$ cat src/rtl/stream_rr_arbiter_pkg.sv
// -----------------------------------------------------------------------------
// stream_arb_pkg
// Shared types and helpers for the round-robin packet stream arbiter.
//   arb_state_t : arbiter FSM encoding (IDLE = arbitrate, LOCKED = packet held)
//   MAX_SRC     : largest source count the rr_next helper can scan
//   rr_next()   : round-robin pick of the first requester at or above a pointer
// -----------------------------------------------------------------------------
package stream_arb_pkg;

    typedef enum logic {
        IDLE   = 1'b0,
        LOCKED = 1'b1
    } arb_state_t;

    // Request vectors are zero-extended to this width before calling rr_next,
    // which keeps the helper independent of the arbiter's NUM_SRC parameter.
    localparam int MAX_SRC = 32;

    // Scan req starting at ptr, wrapping modulo num, and return the first set
    // index. When nothing is requested the pointer itself is returned; callers
    // only use the result when at least one request bit is set.
    function automatic int unsigned rr_next(
        input logic [MAX_SRC-1:0] req,
        input int unsigned        ptr,
        input int unsigned        num
    );
        int unsigned sel;
        int unsigned idx;
        logic        found;
        logic        in_range;
        logic        hit;
        sel   = ptr;
        found = 1'b0;
        for (int unsigned i = 32'd0; i < MAX_SRC; i++) begin
            in_range = (i < num);
            idx      = ptr + i;
            idx      = (idx >= num) ? (idx - num) : idx;
            // Keep the index inside req for the unused tail of the scan.
            idx      = in_range ? idx : 32'd0;
            hit      = in_range & ~found & req[idx];
            sel      = hit ? idx : sel;
            found    = found | hit;
        end
        return sel;
    endfunction

endpackage : stream_arb_pkg

$ cat src/rtl/stream_rr_arbiter_reg_slice.sv
// -----------------------------------------------------------------------------
// stream_reg_slice
// One-entry ready/valid register. Accepts a new word whenever the entry is
// empty or is being drained in the same cycle, so a continuous stream passes
// at one word per cycle. The held word is stable while out_valid_o is high
// and out_ready_i is low.
//   clk_i, rst_ni          : clock, asynchronous active-low reset
//   in_valid_i/in_ready_o  : upstream handshake (in_ready_o is combinational
//                            on out_ready_i)
//   in_data_i              : upstream word
//   out_valid_o/out_ready_i: downstream handshake (out_valid_o registered)
//   out_data_o             : registered downstream word
// -----------------------------------------------------------------------------
module stream_reg_slice #(
    parameter int WIDTH = 8
) (
    input  logic             clk_i,
    input  logic             rst_ni,
    input  logic             in_valid_i,
    output logic             in_ready_o,
    input  logic [WIDTH-1:0] in_data_i,
    output logic             out_valid_o,
    input  logic             out_ready_i,
    output logic [WIDTH-1:0] out_data_o
);

    logic             valid_q;
    logic             valid_d;
    logic [WIDTH-1:0] data_q;
    logic [WIDTH-1:0] data_d;
    logic             load_s;

    assign in_ready_o  = ~valid_q | out_ready_i;
    assign load_s      = in_valid_i & in_ready_o;
    assign out_valid_o = valid_q;
    assign out_data_o  = data_q;

    // Next-state of the entry: load wins over drain so load+drain keeps it full.
    always_comb begin
        valid_d = valid_q;
        data_d  = data_q;
        if (load_s) begin
            valid_d = 1'b1;
            data_d  = in_data_i;
        end else if (out_ready_i) begin
            valid_d = 1'b0;
            data_d  = data_q;
        end else begin
            valid_d = valid_q;
            data_d  = data_q;
        end
    end

    // Entry registers, cleared asynchronously so a held beat is discarded.
    always_ff @(posedge clk_i or negedge rst_ni) begin
        if (!rst_ni) begin
            valid_q <= 1'b0;
            data_q  <= {WIDTH{1'b0}};
        end else begin
            valid_q <= valid_d;
            data_q  <= data_d;
        end
    end

endmodule : stream_reg_slice

$ cat src/rtl/stream_rr_arbiter.sv
// -----------------------------------------------------------------------------
// stream_rr_arbiter
// Packet-atomic round-robin merge of NUM_SRC ready/valid streams into one
// registered output stream. A source, once granted, owns the output until it
// delivers a beat with last set; the next arbitration then starts scanning
// at the source after it. Each output beat carries its source index.
//   clk_i, rst_ni       : clock, asynchronous active-low reset
//   data_i/last_i/valid_i : per-source payload, end-of-packet, valid
//   ready_o             : per-source ready, at most one bit set; depends
//                         combinationally on ready_i
//   data_o/last_o/src_o/valid_o : registered output beat and its source
//   ready_i             : downstream ready
//   busy_o              : a packet grant is currently held
// NUM_SRC must lie in 2..MAX_SRC (see stream_arb_pkg).
// -----------------------------------------------------------------------------
module stream_rr_arbiter
    import stream_arb_pkg::*;
#(
    parameter  int NUM_SRC    = 4,
    parameter  int DATA_WIDTH = 8,
    localparam int IDX_W      = $clog2(NUM_SRC)
) (
    input  logic                  clk_i,
    input  logic                  rst_ni,
    input  logic [DATA_WIDTH-1:0] data_i [NUM_SRC],
    input  logic [NUM_SRC-1:0]    last_i,
    input  logic [NUM_SRC-1:0]    valid_i,
    output logic [NUM_SRC-1:0]    ready_o,
    output logic [DATA_WIDTH-1:0] data_o,
    output logic                  last_o,
    output logic [IDX_W-1:0]      src_o,
    output logic                  valid_o,
    input  logic                  ready_i,
    output logic                  busy_o
);

    localparam int SLICE_W = IDX_W + 1 + DATA_WIDTH;

    arb_state_t            state_q;
    arb_state_t            state_d;
    logic [IDX_W-1:0]      rr_ptr_q;
    logic [IDX_W-1:0]      rr_ptr_d;
    logic [IDX_W-1:0]      grant_idx_q;
    logic [IDX_W-1:0]      grant_idx_d;
    logic [IDX_W-1:0]      sel_idx_s;
    logic [MAX_SRC-1:0]    req_ext_s;
    logic [NUM_SRC-1:0]    ready_s;
    logic                  slot_free_s;
    logic                  in_valid_s;
    logic                  in_last_s;
    logic [DATA_WIDTH-1:0] in_data_s;
    logic                  xfer_s;
    logic [SLICE_W-1:0]    slice_in_s;
    logic [SLICE_W-1:0]    slice_out_s;

    // Round-robin candidate for the next grant, scanned from rr_ptr.
    always_comb begin
        req_ext_s              = {MAX_SRC{1'b0}};
        req_ext_s[NUM_SRC-1:0] = valid_i;
        sel_idx_s              = IDX_W'(rr_next(req_ext_s, 32'(rr_ptr_q), 32'(NUM_SRC)));
    end

    // Only the granted source can present a beat; others are ignored.
    always_comb begin
        in_data_s  = data_i[grant_idx_q];
        in_last_s  = last_i[grant_idx_q];
        in_valid_s = (state_q == LOCKED) & valid_i[grant_idx_q];
    end

    assign xfer_s     = in_valid_s & slot_free_s;
    assign slice_in_s = {grant_idx_q, in_last_s, in_data_s};

    stream_reg_slice #(
        .WIDTH (SLICE_W)
    ) u_slice (
        .clk_i       (clk_i),
        .rst_ni      (rst_ni),
        .in_valid_i  (in_valid_s),
        .in_ready_o  (slot_free_s),
        .in_data_i   (slice_in_s),
        .out_valid_o (valid_o),
        .out_ready_i (ready_i),
        .out_data_o  (slice_out_s)
    );

    assign src_o  = slice_out_s[SLICE_W-1 -: IDX_W];
    assign last_o = slice_out_s[DATA_WIDTH];
    assign data_o = slice_out_s[DATA_WIDTH-1:0];
    assign busy_o = (state_q == LOCKED);

    // Per-source ready: only the granted source sees the slot-free signal.
    always_comb begin
        ready_s = {NUM_SRC{1'b0}};
        if (state_q == LOCKED) begin
            ready_s[grant_idx_q] = slot_free_s;
        end else begin
            ready_s = {NUM_SRC{1'b0}};
        end
    end

    assign ready_o = ready_s;

    // FSM next-state: grant in IDLE, release on the transfer carrying last.
    always_comb begin
        state_d     = state_q;
        rr_ptr_d    = rr_ptr_q;
        grant_idx_d = grant_idx_q;
        case (state_q)
            IDLE: begin
                if (|valid_i) begin
                    grant_idx_d = sel_idx_s;
                    state_d     = LOCKED;
                end else begin
                    state_d     = IDLE;
                end
            end
            LOCKED: begin
                if (xfer_s && in_last_s) begin
                    state_d  = IDLE;
                    // Explicit wrap: NUM_SRC need not be a power of two.
                    rr_ptr_d = (grant_idx_q == IDX_W'(NUM_SRC - 1))
                               ? {IDX_W{1'b0}}
                               : (grant_idx_q + IDX_W'(1));
                end else begin
                    state_d  = LOCKED;
                end
            end
            default: begin
                state_d = IDLE;
            end
        endcase
    end

    // FSM, round-robin pointer and grant registers.
    always_ff @(posedge clk_i or negedge rst_ni) begin
        if (!rst_ni) begin
            state_q     <= IDLE;
            rr_ptr_q    <= {IDX_W{1'b0}};
            grant_idx_q <= {IDX_W{1'b0}};
        end else begin
            state_q     <= state_d;
            rr_ptr_q    <= rr_ptr_d;
            grant_idx_q <= grant_idx_d;
        end
    end

endmodule : stream_rr_arbiter

$ cat config.mk
export PLATFORM = sky130hd
export DESIGN_NAME = stream_rr_arbiter
export DESIGN_NICKNAME = d
export VERILOG_FILES = /design/src/rtl/stream_rr_arbiter_pkg.sv /design/src/rtl/stream_rr_arbiter_reg_slice.sv /design/src/rtl/stream_rr_arbiter.sv
export SDC_FILE = /design/constraint.sdc
export NUM_CORES = 1
export LEC_CHECK = 0
export ABC_AREA = 1
export CAP_MARGIN = 20
export CORE_MARGIN = 2
export CORE_UTILIZATION = 39
export CTS_BUF_LIST = sky130_fd_sc_hd__clkbuf_2
export CTS_CLUSTER_SIZE = 10
export DETAILED_ROUTE_END_ITERATION = 8
export PLACE_DENSITY = 0.79
export SKIP_CTS_REPAIR_TIMING = 1
export SLEW_MARGIN = 20
export SYNTH_ARGS = -nofsm -noshare
export SYNTH_HDL_FRONTEND = slang
export SYNTH_SLANG_ARGS = --single-unit
$ cat constraint.sdc
create_clock -name clk_i -period 1.53 [get_ports clk_i]
set_input_delay 0.153 -clock clk_i [delete_from_list [all_inputs] [get_ports clk_i]]
set_output_delay 0.153 -clock clk_i [all_outputs]
set_load 0.03 [all_outputs]
# ---- Yosys cells after proc, flatten, opt, wreduce, memory -nomap -nowiden
# Cells that the tools add are included.
dict set report word_totals {
  reg_bits 17
  inputBits 43
  out_inout_bits 17
}
dict set report classes {
  add_sub_neg 8
  order_cmp 11
  eq_ne 1
  muxes 32
  n_bitwise 15
  n_reduce_logical 6
}
# op count
set op_table {}
lappend op_table {{32-bit by 6-bit < comparator with 1-bit output, second input constant} 4}
lappend op_table {{32-bit two-way mux} 4}
lappend op_table {{1-bit binary-select mux with 5-bit select} 4}
lappend op_table {{8-bit binary-select mux with 2-bit select} 1}
lappend op_table {{8-bit two-way mux} 2}
lappend op_table {{3-bit >= comparator, second input constant} 4}
lappend op_table {{3-bit by 3-bit subtractor with 4-bit output, second input constant} 3}
lappend op_table {{1-bit two-way mux} 11}
lappend op_table {{2-bit two-way mux} 5}
lappend op_table {{2-bit by 2-bit adder with 3-bit output, second input constant} 2}
lappend op_table {{1-bit AND} 5}
lappend op_table {{1-bit NOT} 5}
lappend op_table {{4-bit AND} 1}
lappend op_table {{1-bit binary-select mux with 2-bit select} 2}
lappend op_table {{4-bit two-way mux} 1}
lappend op_table {{2-bit AND reduction} 2}
lappend op_table {{4-bit OR reduction} 1}
lappend op_table {{2-bit by 3-bit subtractor with 4-bit output, second input constant} 1}
lappend op_table {{2-bit by 1-bit adder with 3-bit output, second input constant} 1}
lappend op_table {{2-bit by 3-bit >= comparator with 1-bit output, second input constant} 1}
lappend op_table {{2-bit by 3-bit < comparator with 1-bit output, second input constant} 1}
lappend op_table {{2-bit NOT with 3-bit output} 1}
lappend op_table {{1-bit bitwise OR} 3}
lappend op_table {{2-bit by 1-bit adder with 2-bit output, second input constant} 1}
lappend op_table {{6 further kinds} 7}

# ---- Depth between registers and ports, before layout
dict set report logic_depth {
  word_depth 13
  mapped_depth 12
  depth_no_buf 12
}

# ---- Modules after synthesis
# From an unflattened synthesis, not the netlist that was laid out.
dict set report unflattened {
  hier_cells 205
  area_unflattened_um2 1405.1
}
# mod instances cells_each area_each_um2 seq_area_each_um2
set modules_own_cells {}
lappend modules_own_cells {stream_rr_arbiter 1 153 907.1 125.1}
lappend modules_own_cells {stream_reg_slice 1 52 498.0 300.3}

# ---- Least setup slack after synthesis
# No wires, ideal clock.
dict set report synth_path {
  path_type {register to register}
  startpoint {register rr_ptr_q[0]}
  endpoint {register grant_idx_q[0]}
  setup_time_ns 0.118
  arrival_ns 1.567
  required_time_ns 1.412
  setup_slack_ns -0.155
  stages_incl_launch_ff 12
  n_path_buf 0
  cell_sequence {dfrtp_1 > inv_2 > ha_1 > inv_1 > nand3_1 > nand3_2 > nor2_4 > nand2_2 > nand2_1 > nand2_1 > nand3_1 > nand2_1}
}
dict set report synth_via {
  elab_chain_cells 13
}
# item line
set synth_lines {}
lappend synth_lines {{start: declaration} stream_rr_arbiter.sv:41} ;# logic [IDX_W-1:0] rr_ptr_q;
lappend synth_lines {{start signal: assignment} stream_rr_arbiter.sv:138} ;# rr_ptr_q <= {IDX_W{1'b0}};
lappend synth_lines {{start signal: assignment} stream_rr_arbiter.sv:142} ;# rr_ptr_q <= rr_ptr_d;
lappend synth_lines {{2-bit by 1-bit adder with 3-bit output (tied with other cells)} stream_rr_arbiter_pkg.sv:36} ;# idx = ptr + i;
lappend synth_lines {{3-bit by 3-bit subtractor with 4-bit output (tied with other cells)} stream_rr_arbiter_pkg.sv:37} ;# idx = (idx >= num) ? (idx - num) : idx;
lappend synth_lines {{32-bit two-way mux / 1-bit binary-select mux with 5-bit select (equally long branches)} {stream_rr_arbiter_pkg.sv:37, stream_rr_arbiter_pkg.sv:40}}
lappend synth_lines {{1-bit binary-select mux with 5-bit select / 1-bit two-way mux (equally long branches)} stream_rr_arbiter_pkg.sv:40} ;# hit = in_range & ~found & req[idx];
lappend synth_lines {{1-bit two-way mux (implied by the code) / 1-bit NOT (equally long branches)} stream_rr_arbiter_pkg.sv:40}
lappend synth_lines {{1-bit AND} stream_rr_arbiter_pkg.sv:40}
lappend synth_lines {{1-bit bitwise OR} stream_rr_arbiter_pkg.sv:42} ;# found = found | hit;
lappend synth_lines {{1-bit NOT} stream_rr_arbiter_pkg.sv:40}
lappend synth_lines {{1-bit AND} stream_rr_arbiter_pkg.sv:40}
lappend synth_lines {{1-bit bitwise OR} stream_rr_arbiter_pkg.sv:42}
lappend synth_lines {{1-bit NOT} stream_rr_arbiter_pkg.sv:40}
lappend synth_lines {{1-bit AND} stream_rr_arbiter_pkg.sv:40}
lappend synth_lines {{2-bit two-way mux *} stream_rr_arbiter_pkg.sv:41} ;# sel = hit ? idx : sel;
lappend synth_lines {{end signal: assignment} stream_rr_arbiter.sv:139} ;# grant_idx_q <= {IDX_W{1'b0}};
lappend synth_lines {{end signal: assignment} stream_rr_arbiter.sv:143} ;# grant_idx_q <= grant_idx_d;
lappend synth_lines {{end: declaration} stream_rr_arbiter.sv:43} ;# logic [IDX_W-1:0] grant_idx_q;
# Every way passes the cells marked *; elsewhere a longest branch is shown, timed or not. The select of a mux whose other input is x is not followed.
# A chain may end at the register's enable or synchronous reset.

# ---- Final worst setup path
dict set report layout_path {
  startpoint {register grant_idx_q[1]}
  endpoint {output ready_o[3]}
}
dict set report layout_via {
  elab_chain_cells 6
}
# item line
set layout_lines {}
lappend layout_lines {{2-bit by 3-bit < comparator with 1-bit output (implied by the code) / 2-bit by 1-bit >= comparator with 1-bit output (equally long branches)} stream_rr_arbiter.sv:95} ;# ready_s[grant_idx_q] = slot_free_s;
lappend layout_lines {{1-bit logical AND (implied by the code)} stream_rr_arbiter.sv:95}
lappend layout_lines {{1-bit two-way mux (implied by the code)} stream_rr_arbiter.sv:95}
lappend layout_lines {{1-bit demux with 2-bit select *} -}
lappend layout_lines {{4-bit AND (no source line) *} -}
lappend layout_lines {{4-bit two-way mux *} stream_rr_arbiter.sv:94} ;# if (state_q == LOCKED) begin
lappend layout_lines {{end: declaration} stream_rr_arbiter.sv:28} ;# output logic [NUM_SRC-1:0] ready_o,
# Every way passes the cells marked *; elsewhere a longest branch is shown, timed or not.

==> impl_metrics.yaml <==
power:
  p_sw_mw: 2.440
  power.share.clock_pct: 4.3
  p_per_area_nw_per_um2: 2096
  total_power_mw: 4.824
  p_int_mw: 2.383
  p_leak_nw: 1.241
  power_frac_seq_pct: 17.4
  p_comb_share_pct: 78.3
  swShare_pct: 50.59
  ir_drop_mv: 0.9124
final_layout:
  area_growth_pct: 72.68
  drive_gt1_share_pct: 24.03
  diodes: 0
  nFillCells: 287
  final_util_pct: 69.50
  instances_no_fill: 329
  final_area_um2: 2301
  finish.net_count: 335
critical_path:
  critPathLaunchType: "flop"
  worstPathArrival_ps: 1470
  required_ps: 1380
  critPathTopFamily: "flip-flops"
  endpoint_kind: "primary output"
  crit_slowest_cell: "dfrtp_1"
  critPathMaxFanout: 7
  slowest_delay_ps: 420
  crit_buf_inv: 3
  path_common_cell: "buf_4"
  critical_path_class: "flop to primary output"
  cp_cell_sequence: "buf_4 -> ha_1 -> inv_1 -> nor3_1 -> buf_4"
logic_synthesis:
  post_synth.cell_area_avg_um2: 6.696
  yosysMostFrequentCell: "nand2_1"
  ys_top_cells_by_count: "nand2_1, nor2_1, o21ai_0"
  netlist_instances: 199
  yosys.area.top_type: "dfrtp_1"
  ys_async_sr_fraction_pct: 100.0
  synth_edf_count: 0
  syn-num-nets: 250
  ys.warnings.count: 0
  yosysTopAreaCellShare_pct: 31.92
  syn-cell-area_um2: 1333
  synth_flop_cell: "dfrtp_1"
  ys_seq_area_share_pct: 31.92
  ys_types: 21
  ys_ff_latch: 17
  ys_top_cells_by_area: "dfrtp_1, nand2_1, o21ai_0, ha_1, nor2_1"
placement:
  place_area_um2: 2121
  dp_hpwl_mm: 3.104
  gp_routability_congestion: 0.8321
  dp_slack_ps: -100.7
  io_buffers: 59
  dp_cells: 319
status:
  violations: "negative setup slack"
  outcome: "finished, violations left"
detailed_routing:
  num_vias: 1578
  dr.first_iter.drc_count: 48
  via_per_inst: 4.796
  finalWirelength_mm: 4.111
  drc: 0
  dr.pass1.iters: 4
  routedWlPerCell_um: 12.50
  ant_nets: 0
grt:
  grt_pass1_wl_mm: 6.486
  antenna_found_initial: 0
  overflow: 0
  grt_max_degree: 18
  track_usage_pct: 20.30
  grt_pass1_vias: 1439
die:
  die_area_um2: 3900
  rows: 21
  fp.dieW_um: 62.45
  die_y_um: 62.45
  io_pins: 60
  start_util_pct: 40.25
  fp.coreArea_um2: 3311
sta:
  slew_headroom_pct: 74.92
  finalSetupViolations: 4
  slew_viol_final: 0
  whs_ps: 142.1
  tightest_slew_ps: 371.3
  layout_setup_ws_ps: -98.00
  fin_skew_ps: 11.59
  rsz0062_at_grt: "yes"
  clock.fmax_ghz: 0.6143
  fin_setup_tns_ps: -207.2
  finalHoldViolCount: 0
  finalCritPeriodShare_pct: 106.4
  fin_crit_ps: 1628
min_path:
  hp-class: "input port to asynchronous set/reset pin"
clocking:
  cts_root_buffer: "clkbuf_2"
  clkLatencyLatePin_ps: 300
  cts.sinks: 17
  h-tree-depth: 1
  cts_tree: "yes"
  clock_path_buffers: 2
  cts_buffers: 3
  cts.clk_slew.worst_paths_ps: 160
flow_run:
  max_cap_viol_count: 0
-- path summary, 6_finish.rpt --
check                                           start               endpoint  slack (ps)  depth (start not counted)
worst max-delay path                   grant_idx_q[1]             ready_o[3]        -100                          5
worst max register to register            rr_ptr_q[0]         grant_idx_q[1]          50                         12
worst min-delay path                           rst_ni  u_slice.out_data_o[3]         140                          2
max in group asynchronous                      rst_ni            rr_ptr_q[0]        1180                          2
min in group clk_i              u_slice.out_data_o[4]  u_slice.out_data_o[4]         490                          2
worst min register to register  u_slice.out_data_o[4]  u_slice.out_data_o[4]         490                          2
-- power groups by stage --
| stage | Sequential, mW | Combinational (mW) | Clock (mW) |
|---|---|---|---|
| global route | 0.867 | 4.16 | 0.233 |
| finish | 0.838 | 3.78 | 0.207 |
| detailed placement | 0.835 | 3.43 | 0 |
| CTS | 0.831 | 3.44 | 0.211 |
| global placement | 0.837 | 3.35 | 0 |
| floorplan | 1.17 | 1.83 | 0 |
-- worst reg2reg max path: cells and delay by family, from the launching register on --
family                   cells  cell delay (ps)
flip-flops                   1              450
buffers and inverters        4              290
AND/OR/NAND/NOR              7              450
adder cells (fa/ha/maj)      1              220
-- sequential cells by signal, summed over array words and instances (netlist names) --
register             count
grant_idx_q              2
rr_ptr_q                 2
u_slice.out_data_o      11
u_slice.out_valid_o      1
busy_o                   1
-- layer usage --
layer,vias to the layer above,track usage (%),share of wire (%)
met3,4,3.423,4.8
met2,48,35.35,52
met4,0,3.333,0.78
met5,-,0,0
li1,815,-,-
met1,711,26.86,43
-- cell usage in the layout, fill, tap and decap left out, types with 2 or more instances in the layout --
master / netlist / routed
inv_2: 3 / 4
dfrtp_1: 17 / 15
nand3_4: 0 / 2
nand2_1: 58 / 54
o21ai_1: 3 / 4
nor2_2: 0 / 3
o21ai_0: 22 / 21
nand3_1: 16 / 13
inv_1: 16 / 14
nand2_2: 3 / 7
nor2_4: 2 / 2
clkdlybuf4s50_1: 0 / 42
nor2_1: 23 / 20
dlymetal6s2s_1: 0 / 13
buf_4: 0 / 24
dfrtp_2: 0 / 2
clkbuf_2: 0 / 4
nand3_2: 5 / 6
buf_6: 0 / 8
ha_1: 8 / 6
o22ai_1: 9 / 9
-- area by class of cell --
class / count / area, µm² / area share (%)
Timing Repair Buffer: 87 / 853.3 / 37.09
Sequential cell: 17 / 427.9 / 18.60
Inverter: 20 / 77.57 / 3.371
Tap cell: 46 / 57.56 / 2.501
Clock buffer: 4 / 20.02 / 0.8700
Multi-Input combinational cell: 155 / 864.6 / 37.57
-- logic make-up after synthesis --
kind of cell | synth area share [%]
AOI/OAI and AO/OA | 15.68
adders and majority gates | 7.512
buffers and inverters | 8.169
DFF | 31.93
and+or+nand+nor | 36.71
Power figures use the tool's default switching activity.
